### src/rtl/gpio_cmd_responder.sv
// rtl/gpio_cmd_responder.sv - GPIO-word command decoder and responder; optional GPIO_CMD_ERR_EN flags unknown opcodes
module gpio_cmd_responder #(
    parameter int NB_GPIOS        = 32,
    parameter int BRAM_ADDR_WIDTH = 15,
    parameter int BRAM_DATA_WIDTH = 16,
    parameter int NB_BER          = 64,
    parameter int BRAM_LAT        = 2
) (
    input  logic                       clk100,
    input  logic                       i_rst,
    input  logic [NB_GPIOS-1:0]        i_gpo,
    output logic [NB_GPIOS-1:0]        o_gpi,
    output logic                       o_rst,
    output logic                       o_enb_tx,
    output logic                       o_enb_rx,
    output logic [1:0]                 o_phase_sel,
    output logic                       o_run_log,
    output logic                       o_read_log,
    output logic [BRAM_ADDR_WIDTH-1:0] o_addr_log,
    output logic                       o_mem_rd,
    input  logic [BRAM_DATA_WIDTH-1:0] i_mem_data,
    input  logic                       i_mem_full,
    input  logic [NB_BER-1:0]          i_ber_samp_i,
    input  logic [NB_BER-1:0]          i_ber_samp_q,
    input  logic [NB_BER-1:0]          i_ber_err_i,
    input  logic [NB_BER-1:0]          i_ber_err_q,
    output logic                       o_cmd_err
);
    localparam int SNAP_W = (NB_BER > 64) ? NB_BER : 64;

    localparam logic [7:0] OP_RESET    = 8'd0;
    localparam logic [7:0] OP_EN_TX    = 8'd1;
    localparam logic [7:0] OP_EN_RX    = 8'd2;
    localparam logic [7:0] OP_PH_SEL   = 8'd3;
    localparam logic [7:0] OP_RUN_MEM  = 8'd4;
    localparam logic [7:0] OP_READ_MEM = 8'd5;
    localparam logic [7:0] OP_ADDR_MEM = 8'd6;
    localparam logic [7:0] OP_BER_S_I  = 8'd7;
    localparam logic [7:0] OP_BER_S_Q  = 8'd8;
    localparam logic [7:0] OP_BER_E_I  = 8'd9;
    localparam logic [7:0] OP_BER_E_Q  = 8'd10;
    localparam logic [7:0] OP_BER_H    = 8'd11;
    localparam logic [7:0] OP_MEM_FULL = 8'd12;

    typedef enum logic [1:0] {
        ST_IDLE     = 2'd0,
        ST_DECODE   = 2'd1,
        ST_WAIT_MEM = 2'd2
    } state_t;

    state_t                       state_q;
    logic [NB_GPIOS-1:0]          gpo_q;
    logic                         enb_prev_q;
    logic                         rst_dly_q;
    logic [7:0]                   op_q;
    logic [22:0]                  data_q;
    logic [3:0]                   cnt_q;
    logic [NB_GPIOS-1:0]          gpi_q;
    logic                         rst_q;
    logic                         enb_tx_q;
    logic                         enb_rx_q;
    logic [1:0]                   phase_q;
    logic                         run_log_q;
    logic                         read_log_q;
    logic [BRAM_ADDR_WIDTH-1:0]   addr_q;
    logic                         mem_rd_q;
    logic [NB_BER-1:0]            snap_q;
    logic [NB_BER-1:0]            ber_sel;
    logic [SNAP_W-1:0]            snap_w;
    logic                         cmd_edge;
    logic                         unused_bits;

    assign snap_w      = SNAP_W'(snap_q);
    assign cmd_edge    = gpo_q[23] & ~enb_prev_q;
    assign unused_bits = ^{data_q, snap_w, gpo_q};

    assign o_gpi       = gpi_q;
    assign o_rst       = rst_q;
    assign o_enb_tx    = enb_tx_q;
    assign o_enb_rx    = enb_rx_q;
    assign o_phase_sel = phase_q;
    assign o_run_log   = run_log_q;
    assign o_read_log  = read_log_q;
    assign o_addr_log  = addr_q;
    assign o_mem_rd    = mem_rd_q;

`ifdef GPIO_CMD_ERR_EN
    logic cmd_err_q;
    assign o_cmd_err = cmd_err_q;
`else
    assign o_cmd_err = 1'b0;
`endif

    // Register the GPO word; the first post-reset cycle forces the history high so a held enable is not an edge
    always_ff @(posedge clk100) begin
        if (i_rst) begin
            gpo_q      <= '0;
            enb_prev_q <= 1'b1;
            rst_dly_q  <= 1'b1;
        end else begin
            gpo_q      <= i_gpo;
            enb_prev_q <= rst_dly_q | gpo_q[23];
            rst_dly_q  <= 1'b0;
        end
    end

    // Select the BER counter addressed by the latched opcode
    always_comb begin
        ber_sel = '0;
        case (op_q)
            OP_BER_S_I: ber_sel = i_ber_samp_i;
            OP_BER_S_Q: ber_sel = i_ber_samp_q;
            OP_BER_E_I: ber_sel = i_ber_err_i;
            OP_BER_E_Q: ber_sel = i_ber_err_q;
            default:    ber_sel = '0;
        endcase
    end

    // Command FSM: accept in IDLE, execute in DECODE, wait out the memory latency for reads
    always_ff @(posedge clk100) begin
        if (i_rst) begin
            state_q    <= ST_IDLE;
            op_q       <= '0;
            data_q     <= '0;
            cnt_q      <= '0;
            gpi_q      <= '0;
            rst_q      <= 1'b0;
            enb_tx_q   <= 1'b0;
            enb_rx_q   <= 1'b0;
            phase_q    <= '0;
            run_log_q  <= 1'b0;
            read_log_q <= 1'b0;
            addr_q     <= '0;
            mem_rd_q   <= 1'b0;
            snap_q     <= '0;
`ifdef GPIO_CMD_ERR_EN
            cmd_err_q  <= 1'b0;
`endif
        end else begin
            run_log_q <= 1'b0;
            mem_rd_q  <= 1'b0;
            case (state_q)
                ST_IDLE: begin
                    if (cmd_edge) begin
                        op_q    <= gpo_q[31:24];
                        data_q  <= gpo_q[22:0];
                        state_q <= ST_DECODE;
                    end
                end
                ST_DECODE: begin
                    state_q <= ST_IDLE;
                    case (op_q)
                        OP_RESET: begin
                            rst_q <= data_q[0];
`ifdef GPIO_CMD_ERR_EN
                            cmd_err_q <= 1'b0;
`endif
                        end
                        OP_EN_TX:  enb_tx_q <= data_q[0];
                        OP_EN_RX:  enb_rx_q <= data_q[0];
                        OP_PH_SEL: phase_q  <= data_q[1:0];
                        OP_RUN_MEM: begin
                            run_log_q  <= 1'b1;
                            read_log_q <= 1'b0;
                        end
                        OP_READ_MEM, OP_ADDR_MEM: begin
                            read_log_q <= 1'b1;
                            addr_q     <= data_q[BRAM_ADDR_WIDTH-1:0];
                            mem_rd_q   <= 1'b1;
                            cnt_q      <= '0;
                            state_q    <= ST_WAIT_MEM;
                        end
                        OP_BER_S_I, OP_BER_S_Q, OP_BER_E_I, OP_BER_E_Q: begin
                            snap_q <= ber_sel;
                            gpi_q  <= NB_GPIOS'(ber_sel[31:0]);
                        end
                        OP_BER_H:    gpi_q <= NB_GPIOS'(snap_w[63:32]);
                        OP_MEM_FULL: gpi_q <= NB_GPIOS'(i_mem_full);
                        default: begin
`ifdef GPIO_CMD_ERR_EN
                            gpi_q     <= NB_GPIOS'({8'hFF, op_q, 16'h0000});
                            cmd_err_q <= 1'b1;
`endif
                        end
                    endcase
                end
                ST_WAIT_MEM: begin
                    // cnt_q counts cycles since the read strobe; data is valid BRAM_LAT cycles after it
                    if (cnt_q == 4'(BRAM_LAT)) begin
                        gpi_q   <= NB_GPIOS'(i_mem_data);
                        state_q <= ST_IDLE;
                    end else begin
                        cnt_q <= cnt_q + 4'd1;
                    end
                end
                default: state_q <= ST_IDLE;
            endcase
        end
    end
endmodule

### config.mk
export PLATFORM = sky130hd
export DESIGN_NAME = gpio_cmd_responder
export DESIGN_NICKNAME = d
export VERILOG_FILES = /design/src/rtl/gpio_cmd_responder.sv
export SDC_FILE = /design/constraint.sdc
export NUM_CORES = 1
export LEC_CHECK = 0
export CORE_AREA = 2 2 144 146
export CTS_BUF_LIST = sky130_fd_sc_hd__clkbuf_8
export CTS_CLUSTER_SIZE = 40
export DETAILED_ROUTE_END_ITERATION = 8
export DIE_AREA = 0 0 146 148
export PLACE_DENSITY = 0.83
export SLEW_MARGIN = 20
export SYNTH_ARGS = -nofsm -noshare
export SYNTH_HDL_FRONTEND = slang
export SYNTH_SLANG_ARGS = --single-unit
export TNS_END_PERCENT = 20
### constraint.sdc
create_clock -name clk100 -period 2.8 [get_ports clk100]
set_input_delay 0.42 -clock clk100 [delete_from_list [all_inputs] [get_ports clk100]]
set_output_delay 0.42 -clock clk100 [all_outputs]
set_load 0.02 [all_outputs]
# After elaboration in Yosys (flattened, before gate mapping)
# Cells that the tools add are included.
[op_classes]
add_sub_neg = 1
eq_ne = 20
mux = 15
n_bitwise = 4
reduce_logical = 18
[op_table]
columns = ["cell", "count"]
rows = [
  ["64-bit one-hot mux with 4 select lines", 1],
  ["32-bit one-hot mux with 3 select lines", 1],
  ["32-bit one-hot mux with 2 select lines", 1],
  ["8-bit by 4-bit equality test with 1-bit output (second input constant)", 5],
  ["8-bit by 3-bit equality test with 1-bit output (second input constant)", 4],
  ["32-bit two-way mux", 1],
  ["2-bit AND reduction", 9],
  ["8-bit by 2-bit equality test with 1-bit output (second input constant)", 2],
  ["8-bit by 1-bit equality test with 1-bit output (second input constant)", 1],
  ["8-bit logical NOT", 1],
  ["4-bit two-way mux", 2],
  ["4-bit one-hot mux with 2 select lines", 1],
  ["2-bit two-way mux", 3],
  ["2-bit inequality test (second input constant)", 3],
  ["2-bit one-hot mux with 3 select lines", 1],
  ["3-bit AND reduction", 2],
  ["4-bit by 1-bit adder with 4-bit output (second input constant)", 1],
  ["4-bit by 2-bit equality test with 1-bit output (second input constant)", 1],
  ["4-bit by 2-bit inequality test with 1-bit output (second input constant)", 1],
  ["2-bit nonzero test", 2],
  ["2-bit OR reduction", 2],
  ["4-bit OR reduction", 1],
  ["1-bit two-way mux", 3],
  ["2-bit by 1-bit equality test with 1-bit output (second input constant)", 1],
  ["other kinds (7)", 8],
]
[totals]
regBits = 182
in_bits = 307
out_inout_bits = 56
elab_cells = 75

# Depth between registers and ports, before layout
# Gate-level depths: netlist of the first run.
[depth]
depth_word = 4
depth_mapped = 9
ltp_nobuf = 7

# Worst setup path after synthesis of the first run
# Ideal clock, no wire load.
[synth_timing]
path_type = "register to register"
start = "register op_q[1]"
end = "register gpi_q[4], in the netlist o_gpi[4]"
setup_ns = 0.128
arrival_time_ns = 1.846
required_time_ns = 2.672
setup_slack_ns = 0.827
stages_incl_launch_ff = 8
n_path_buf = 3
synth_period_minus_slack_ns = 1.973
cell_sequence = "dfxtp_1 buf_2 buf_2 clkbuf_1 mux4_2 a221o_1 a32oi_1 nor2_1"
[synth_between]
elab_chain_len = 4
elab_cells_between_ends = 12
cone_classes = "eq/ne (7); mux (3); reduce/logical (2)"
[synth_rtl]
columns = ["element", "line_no", "text"]
rows = [
  ["from (decl)", "55", "logic [7:0] op_q;"],
  ["from (signal assigned)", "145", "op_q <= gpo_q[31:24];"],
  ["8-bit by 4-bit equality test with 1-bit output / 8-bit by 3-bit equality test with 1-bit output (equally long branches)", "110, 152", ""],
  ["64-bit one-hot mux with 4 select lines / 4-bit OR reduction (equally long branches)", "110, 152", ""],
  ["32-bit one-hot mux with 3 select lines / 4-bit by 2-bit inequality test with 1-bit output (equally long branches)", "n/a", ""],
  ["32-bit one-hot mux with 2 select lines / 3-bit AND reduction (equally long branches)", "n/a", ""],
  ["to (signal assigned)", "175", "gpi_q <= NB_GPIOS'(ber_sel[31:0]);"],
  ["to (signal assigned)", "177", "OP_BER_H: gpi_q <= NB_GPIOS'(snap_w[63:32]);"],
  ["to (signal assigned)", "178", "OP_MEM_FULL: gpi_q <= NB_GPIOS'(i_mem_full);"],
  ["to (decl)", "58", "logic [NB_GPIOS-1:0] gpi_q;"],
]
# Several ways; a longest one is shown, not always the timed one.
# A chain may end at the register's enable or synchronous reset.

# Worst setup path after layout of the first run
[layout_timing]
start = "register cnt_q[0]"
end = "register gpi_q[5], in the netlist o_gpi[5]"
[layout_between]
elab_chain_len = 3
[layout_rtl]
columns = ["element", "line_no", "text"]
rows = [
  ["from (decl)", "57", "logic [3:0] cnt_q;"],
  ["from (signal assigned)", "193", "cnt_q <= cnt_q + 4'd1;"],
  ["4-bit by 2-bit equality test with 1-bit output", "189", "if (cnt_q == 4'(BRAM_LAT)) begin"],
  ["2-bit inequality test (no line)", "n/a", ""],
  ["3-bit AND reduction (no line)", "n/a", ""],
  ["to (signal assigned)", "177", ""],
  ["to (signal assigned)", "178", ""],
  ["to (signal assigned)", "190", "gpi_q <= NB_GPIOS'(i_mem_data);"],
]
# Every way passes these cells.

==> impl_metrics.env, run 1 <==
export IMPL_coreArea_um2=20040
export IMPL_grt_ovfl_total=0
export IMPL_synth_fp_nets=1101
export IMPL_cp_max_fo=19
export IMPL_drc=0
export IMPL_critPathRequiredTime_ns=3.12
export IMPL_antenna_found_initial=0
export IMPL_async_reset_ff_share_pct=0
export IMPL_cts_sinks=142
export IMPL_grt_setup_unrepaired="false"
export IMPL_critPathSlowestCell="nor3b_4"
export IMPL_via_per_inst=5.410
export IMPL_htreeDepth=4
export IMPL_rrSetupSlack_ns=0.22
export IMPL_synth_edf_count=0
export IMPL_drive_gt1_share_pct=8.921
export IMPL_worstSetupStartpoint="cnt_q[0]"
export IMPL_die_area_um2=21610
export IMPL_slew_violations=0
export IMPL_period_minus_slack_ns=2.579
export IMPL_irDropWorstVdd_uv=259.1
export IMPL_internal_power_w=0.003475
export IMPL_rows=52
export IMPL_post_drt_wl_per_cell_um=19.80
export IMPL_min_path_type="reg2reg"
export IMPL_switching_share_pct=21.60
export IMPL_fin_nets=1420
export IMPL_startpoint_type="register"
export IMPL_clk_pin_slew_ns=0.07
export IMPL_ioPinCount=363
export IMPL_syn_cell_area_um2=6927
export IMPL_grt_usage_pct=24.87
export IMPL_dp_cells=1359
export IMPL_fin_worst_skew_ns=0.01671
export IMPL_power_switching_w=0.0009574
export IMPL_cts_max_path_buffers=2
export IMPL_fmax_ghz=0.3878
export IMPL_yosys_register_bits=142
export IMPL_fill_cells=1817
export IMPL_cts_setup_buffers=0
export IMPL_tightestPinTransition_ns=1.099
export IMPL_path_cells="inv_1, ha_1, nor3b_4, nor2b_1, a311o_1, a32oi_1, nor2_1"
export IMPL_io_buffers=353
export IMPL_first_pass_iters=5
export IMPL_avgSynthCellArea_um2=8.779
export IMPL_power_density_nw_per_um2=396.6
export IMPL_status="finished clean"
export IMPL_fin_setup_tns_ns=0
export IMPL_drt_iter0_markers=544
export IMPL_end_kind="register"
export IMPL_seq_area_frac_synth_pct=41.04
export IMPL_dp_hpwl_um=20560
export IMPL_r2r_start="cnt_q[0]"
export IMPL_cts_root_buf="clkbuf_8"
export IMPL_max_slew_margin_pct=26.56
export IMPL_pwr_share_clk_pct=40.3
export IMPL_ant_nets=0
export IMPL_sequentialPowerShare_pct=46.3
export IMPL_path_buf_inv=1
export IMPL_area_delta_synth_final_pct=61.36
export IMPL_critPathMaxStageDelay_ns=0.70
export IMPL_fin_crit_sh_pct=92.10
export IMPL_critPathKind="reg2reg"
export IMPL_grt_max_degree=68
export IMPL_wirelength_um=27540
export IMPL_max_cap_violations=0
export IMPL_die_x_um=146
export IMPL_synth_flop_cell="dfxtp_1"
export IMPL_hold_violations=0
export IMPL_synth_cells=789
export IMPL_grt_pass1_vias=7513
export IMPL_ys_types=49
export IMPL_setup_viol=0
export IMPL_grt_pass1_wl_um=41900
export IMPL_via_count=7525
export IMPL_gp_congestion=0.8769
export IMPL_combPwrFrac_pct=13.4
export IMPL_diodes=0
export IMPL_die_h_um=148
export IMPL_min_delay_start="rst_dly_q"
export IMPL_yosysWarnings=0
export IMPL_cp_top_family="simple AND/OR/NAND/NOR gates"
export IMPL_clock_latency_ns=0.45
export IMPL_start_util_pct=34.57
export IMPL_instances_no_fill=1391
export IMPL_cts_buffers_inserted=17
export IMPL_p_leak_nw=3.617
export IMPL_arrival_ns=2.89
export IMPL_cts_tree="done"
==> worst paths after layout <==
check | endpoint | cells after the start
worst max register to register | o_gpi[5] | 7
worst min register to register | enb_prev_q | 1
worst max-delay path | o_gpi[5] | 7
worst min-delay path | enb_prev_q | 1
==> synth_stat cells (2+ instances only) <==
cell type  instances  area [µm²]
dfxtp_1          142        2843
nand2_1          124       465.5
nor2_1           104       390.4
a21oi_1           49       245.2
a22oi_1           47       352.8
clkbuf_1          47       176.4
a211oi_1          33       247.7
a221o_1           31       310.3
a221oi_1          31       271.5
nor2b_1           31       193.9
buf_2             23       115.1
a22o_1            17       148.9
mux2_2            16       180.2
a32oi_1           15       131.4
mux4_2            15       337.8
nand3_1            7       35.03
ha_1               5       62.56
inv_1              4       15.01
mux2i_1            4       40.04
o21ai_0            4       20.02
buf_1              3       11.26
or3_1              3       18.77
and2_1             2       12.51
and3_1             2       12.51
nand2b_1           2       12.51
nand3b_1           2       15.01
nor3_1             2       10.01
nor4_4             2       42.54
xor2_1             2       17.52
==> state kept, by name, summed over array words and instances (netlist names), 2 cells and up <==
name and flops:
cnt_q 4, data_q 15, gpo_q 24, o_addr_log 15, o_gpi 32, o_phase_sel 2
op_q 8, snap_q 32, state_q 2
==> cell families after synthesis <==
logic type | after synthesis | synth area share (%)
AND/OR/NAND/NOR | 288 | 18.57
AO/OA/AOI/OAI | 236 | 26.23
flip-flops | 142 | 41.04
buffers and inverters | 79 | 4.769
multiplexers | 35 | 8.056
adder cells (fa/ha/maj) | 5 | 0.9032
XOR/XNOR | 3 | 0.3794
other | 1 | 0.05414
==> repair_timing <==
| item | in CTS | in global routing |
|---|---|---|
| resized for setup | 1 | 0 |
| hold buffers | 0 | 0 |
| setup endpoints to repair | 3 | 0 |
==> power by group through the flow <==
stage / combinational, W / sequential (W) / clock, W
global route: 0.000629 / 0.00205 / 0.00192
floorplan: 0.000130 / 0.00210 / 0
CTS: 0.000594 / 0.00205 / 0.00183
detailed placement: 0.000591 / 0.00210 / 0
global placement: 0.000584 / 0.00210 / 0
finish: 0.000593 / 0.00205 / 0.00179
==> through the flow <==
stage	setup WS [ns]	utilization, %	hold WS, ns	power (W)	cell area [µm²]
after CTS	0.2428	55.78	0.3775	0.004477	11180
after floorplan	0.8266	-	0.3844	0.002225	6927
final	0.2211	55.78	0.4069	0.004433	11180
after global placement	0.1547	53.57	0.3872	0.002682	10740
after global routing	0.05303	55.78	0.3852	0.004605	11180
after detailed placement	-0.0005820	53.57	0.3900	0.002690	10740
==> cell usage in the layout, fill, tap and decap left out, drive strengths merged, types with 2 or more instances in the layout <==
cell / instances
clkdlybuf4s50: 352
dfxtp: 142
nand2: 125
nor2: 105
a21oi: 50
a22oi: 47
a211oi: 33
a221oi: 31
a221o: 31
nor2b: 31
buf: 23
clkbuf: 19
a22o: 17
mux2: 16
mux4: 15
a32oi: 15
inv: 8
nand3: 7
o21ai: 5
ha: 5
mux2i: 4
bufinv: 4
clkinv: 4
or3: 3
nand2b: 2
nor4: 2
and2: 2
nor3b: 2
xor2: 2
nand3b: 2
nor3: 2
and3: 2
==> layer usage <==
| layer | vias to the layer above | GRT usage, % | routed length, µm |
|---|---|---|---|
| li1 | 3550 | - | - |
| met2 | 385 | 42.57 | 13470 |
| met4 | 0 | 9.903 | 856 |
| met3 | 60 | 7.191 | 2327 |
| met5 | - | 0 | 0 |
| met1 | 3530 | 29.48 | 10880 |
==> final cells by class <==
class | count | area [µm²] | area share (%)
clock buffer | 19 | 261.5 | 2.340
multi-input combinational | 568 | 3797 | 33.98
tap | 270 | 337.8 | 3.022
timing repair buffer | 375 | 3746 | 33.52
sequential | 142 | 2845 | 25.46
inverter | 4 | 15.01 | 0.1343
clock inverter | 13 | 173.9 | 1.556
Note: power is estimated with default switching activity, not from simulation.
==> run 2, diff against run 1 <==
--- a/config.mk
+++ b/config.mk
@@ -11,7 +11,6 @@
 export DETAILED_ROUTE_END_ITERATION = 8
 export DIE_AREA = 0 0 146 148
 export PLACE_DENSITY = 0.83
-export SLEW_MARGIN = 20
 export SYNTH_ARGS = -nofsm -noshare
 export SYNTH_HDL_FRONTEND = slang
 export SYNTH_SLANG_ARGS = --single-unit
==> results of run 2 <==
The final DEF is identical to that of run 1; final timing and power are the same.
==> run 3, diff against run 2 <==
--- a/config.mk
+++ b/config.mk
@@ -5,11 +5,12 @@
 export SDC_FILE = /design/constraint.sdc
 export NUM_CORES = 1
 export LEC_CHECK = 0
-export CORE_AREA = 2 2 144 146
+export CORE_AREA = 2 2 118 178
 export CTS_BUF_LIST = sky130_fd_sc_hd__clkbuf_8
+export CTS_CLUSTER_DIAMETER = 120
 export CTS_CLUSTER_SIZE = 40
 export DETAILED_ROUTE_END_ITERATION = 8
-export DIE_AREA = 0 0 146 148
+export DIE_AREA = 0 0 120 180
 export PLACE_DENSITY = 0.83
 export SYNTH_ARGS = -nofsm -noshare
 export SYNTH_HDL_FRONTEND = slang
==> impl_metrics.env, run 3 (synthesized netlist as in run 1, its figures left out) <==
export IMPL_fin_crit_sh_pct=94.36
export IMPL_ioPinCount=363
export IMPL_r2r_cells=5
export IMPL_area_delta_synth_final_pct=60.13
export IMPL_min_path_type="in2reg"
export IMPL_die_area_um2=21600
export IMPL_start_util_pct=34.46
export IMPL_p_leak_nw=3.562
export IMPL_arrival_ns=2.97
export IMPL_hold_buffers=0
export IMPL_drc=0
export IMPL_clock_latency_ns=0.44
export IMPL_power_density_nw_per_um2=386.5
export IMPL_die_h_um=180
export IMPL_slew_violations=0
export IMPL_grt_max_degree=66
export IMPL_gp_congestion=0.9257
export IMPL_irDropWorstVdd_uv=308.6
export IMPL_via_count=7557
export IMPL_end_kind="register"
export IMPL_max_cap_violations=0
export IMPL_htreeDepth=4
export IMPL_place_ws_ns=0.01803
export IMPL_cts_setup_buffers=0
export IMPL_critPathRequiredTime_ns=3.13
export IMPL_startpoint_type="register"
export IMPL_cts_root_buf="clkbuf_8"
export IMPL_fmax_ghz=0.3785
export IMPL_status="finished clean"
export IMPL_setup_viol=0
export IMPL_dp_cells=1351
export IMPL_cts_resized=1
export IMPL_grt_setup_unrepaired="false"
export IMPL_fin_nets=1418
export IMPL_max_slew_margin_pct=36.88
export IMPL_tightestPinTransition_ns=0.9468
export IMPL_wirelength_um=27560
export IMPL_power_w=0.004287
export IMPL_grt_usage_pct=24.72
export IMPL_via_per_inst=5.460
export IMPL_drive_gt1_share_pct=8.847
export IMPL_setup_ws_ns=0.1580
export IMPL_fin_setup_tns_ns=0
export IMPL_first_pass_iters=5
export IMPL_rows=64
export IMPL_cp_max_fo=22
export IMPL_grt_ovfl_total=0
export IMPL_clk_pin_slew_ns=0.09
export IMPL_period_minus_slack_ns=2.642
export IMPL_post_drt_wl_per_cell_um=19.91
export IMPL_cts_tree="done"
export IMPL_instances_no_fill=1384
export IMPL_cts_buffers_inserted=17
export IMPL_critPathKind="reg2reg"
export IMPL_antenna_found_initial=1
export IMPL_hold_depth=2
export IMPL_die_x_um=120
export IMPL_grt_pass1_vias=7465
export IMPL_dp_hpwl_um=20720
export IMPL_final_common_cell="clkdlybuf4s50_1"
export IMPL_cts_sinks=142
export IMPL_io_buffers=353
export IMPL_cts_max_path_buffers=2
export IMPL_coreArea_um2=20100
export IMPL_fin_worst_skew_ns=0.01746
export IMPL_drt_iter0_markers=527
export IMPL_final_cell_mix="clkdlybuf4s50_1 (352), dfxtp_1 (140), nand2_1 (123)"
export IMPL_fin_util_pct=55.19
export IMPL_hold_violations=0
export IMPL_grt_pass1_wl_um=41170
export IMPL_ant_nets=0
run 3: changes by cell type in the layout (fill, tap and decap cells not counted), moves of 2 or more:
cell / previous run / this run
clkbuf_8: 19 / 17
clkinvlp_4: 1 / 3
inv_1: 8 / 5
bufinv_16: 4 / 1
inv_6: 0 / 5
inv_8: 0 / 2
run 3: final timing paths:
check / startpoint / end / slack (ns)
worst min-delay path: i_rst / state_q[0] / 0.26
worst max-delay path: op_q[1] / o_gpi[0] / 0.16
worst min register to register: rst_dly_q / enb_prev_q / 0.41
worst max register to register: op_q[1] / o_gpi[0] / 0.16
run 3: cell type report:
class / count / area (µm²)
diodes: 1 / 2.502
clock buffers: 17 / 234.0
clock inverters: 15 / 156.4
fillers: 1755 / 9007
inverters: 4 / 15.01
multi-input cells: 568 / 3790
flip-flops and latches: 142 / 2845
well taps: 264 / 330.3
repair buffers: 373 / 3719
run 3: power by group:
part           leakage (nW)  internal, W  switching [W]
clock                 0.192     0.000735       0.000909
sequential             1.15      0.00204     0.00000985
combinational          2.22     0.000425       0.000166
run 3: worst max-delay path, stage by stage, from the launching register on:
cell and delay (ns):
dfxtp_2 0.65, nor2_1 0.19, and3_2 0.47, a221oi_1 0.70, o21ai_0 0.23, a32o_1 0.30
run 3: metrics by stage:
step / instance area (µm²) / hold WS (ns)
floorplan: 6927 / 0.3844
global placement: 10690 / 0.3865
detailed placement: 10690 / 0.3909
CTS: 11090 / 0.2393
global route: 11090 / 0.2374
finish: 11090 / 0.2649
run 3: routing by layer:
layer / wire length (µm) / track usage [%] / part of all wire (%) / vias up
li1: - / - / - / 3549
met1: 10570 / 28.90 / 38 / 3565
met2: 13800 / 42.05 / 50 / 391
met3: 2157 / 5.964 / 7.8 / 52
met4: 1033 / 11.72 / 3.7 / 0
met5: 0 / 0 / 0 / -
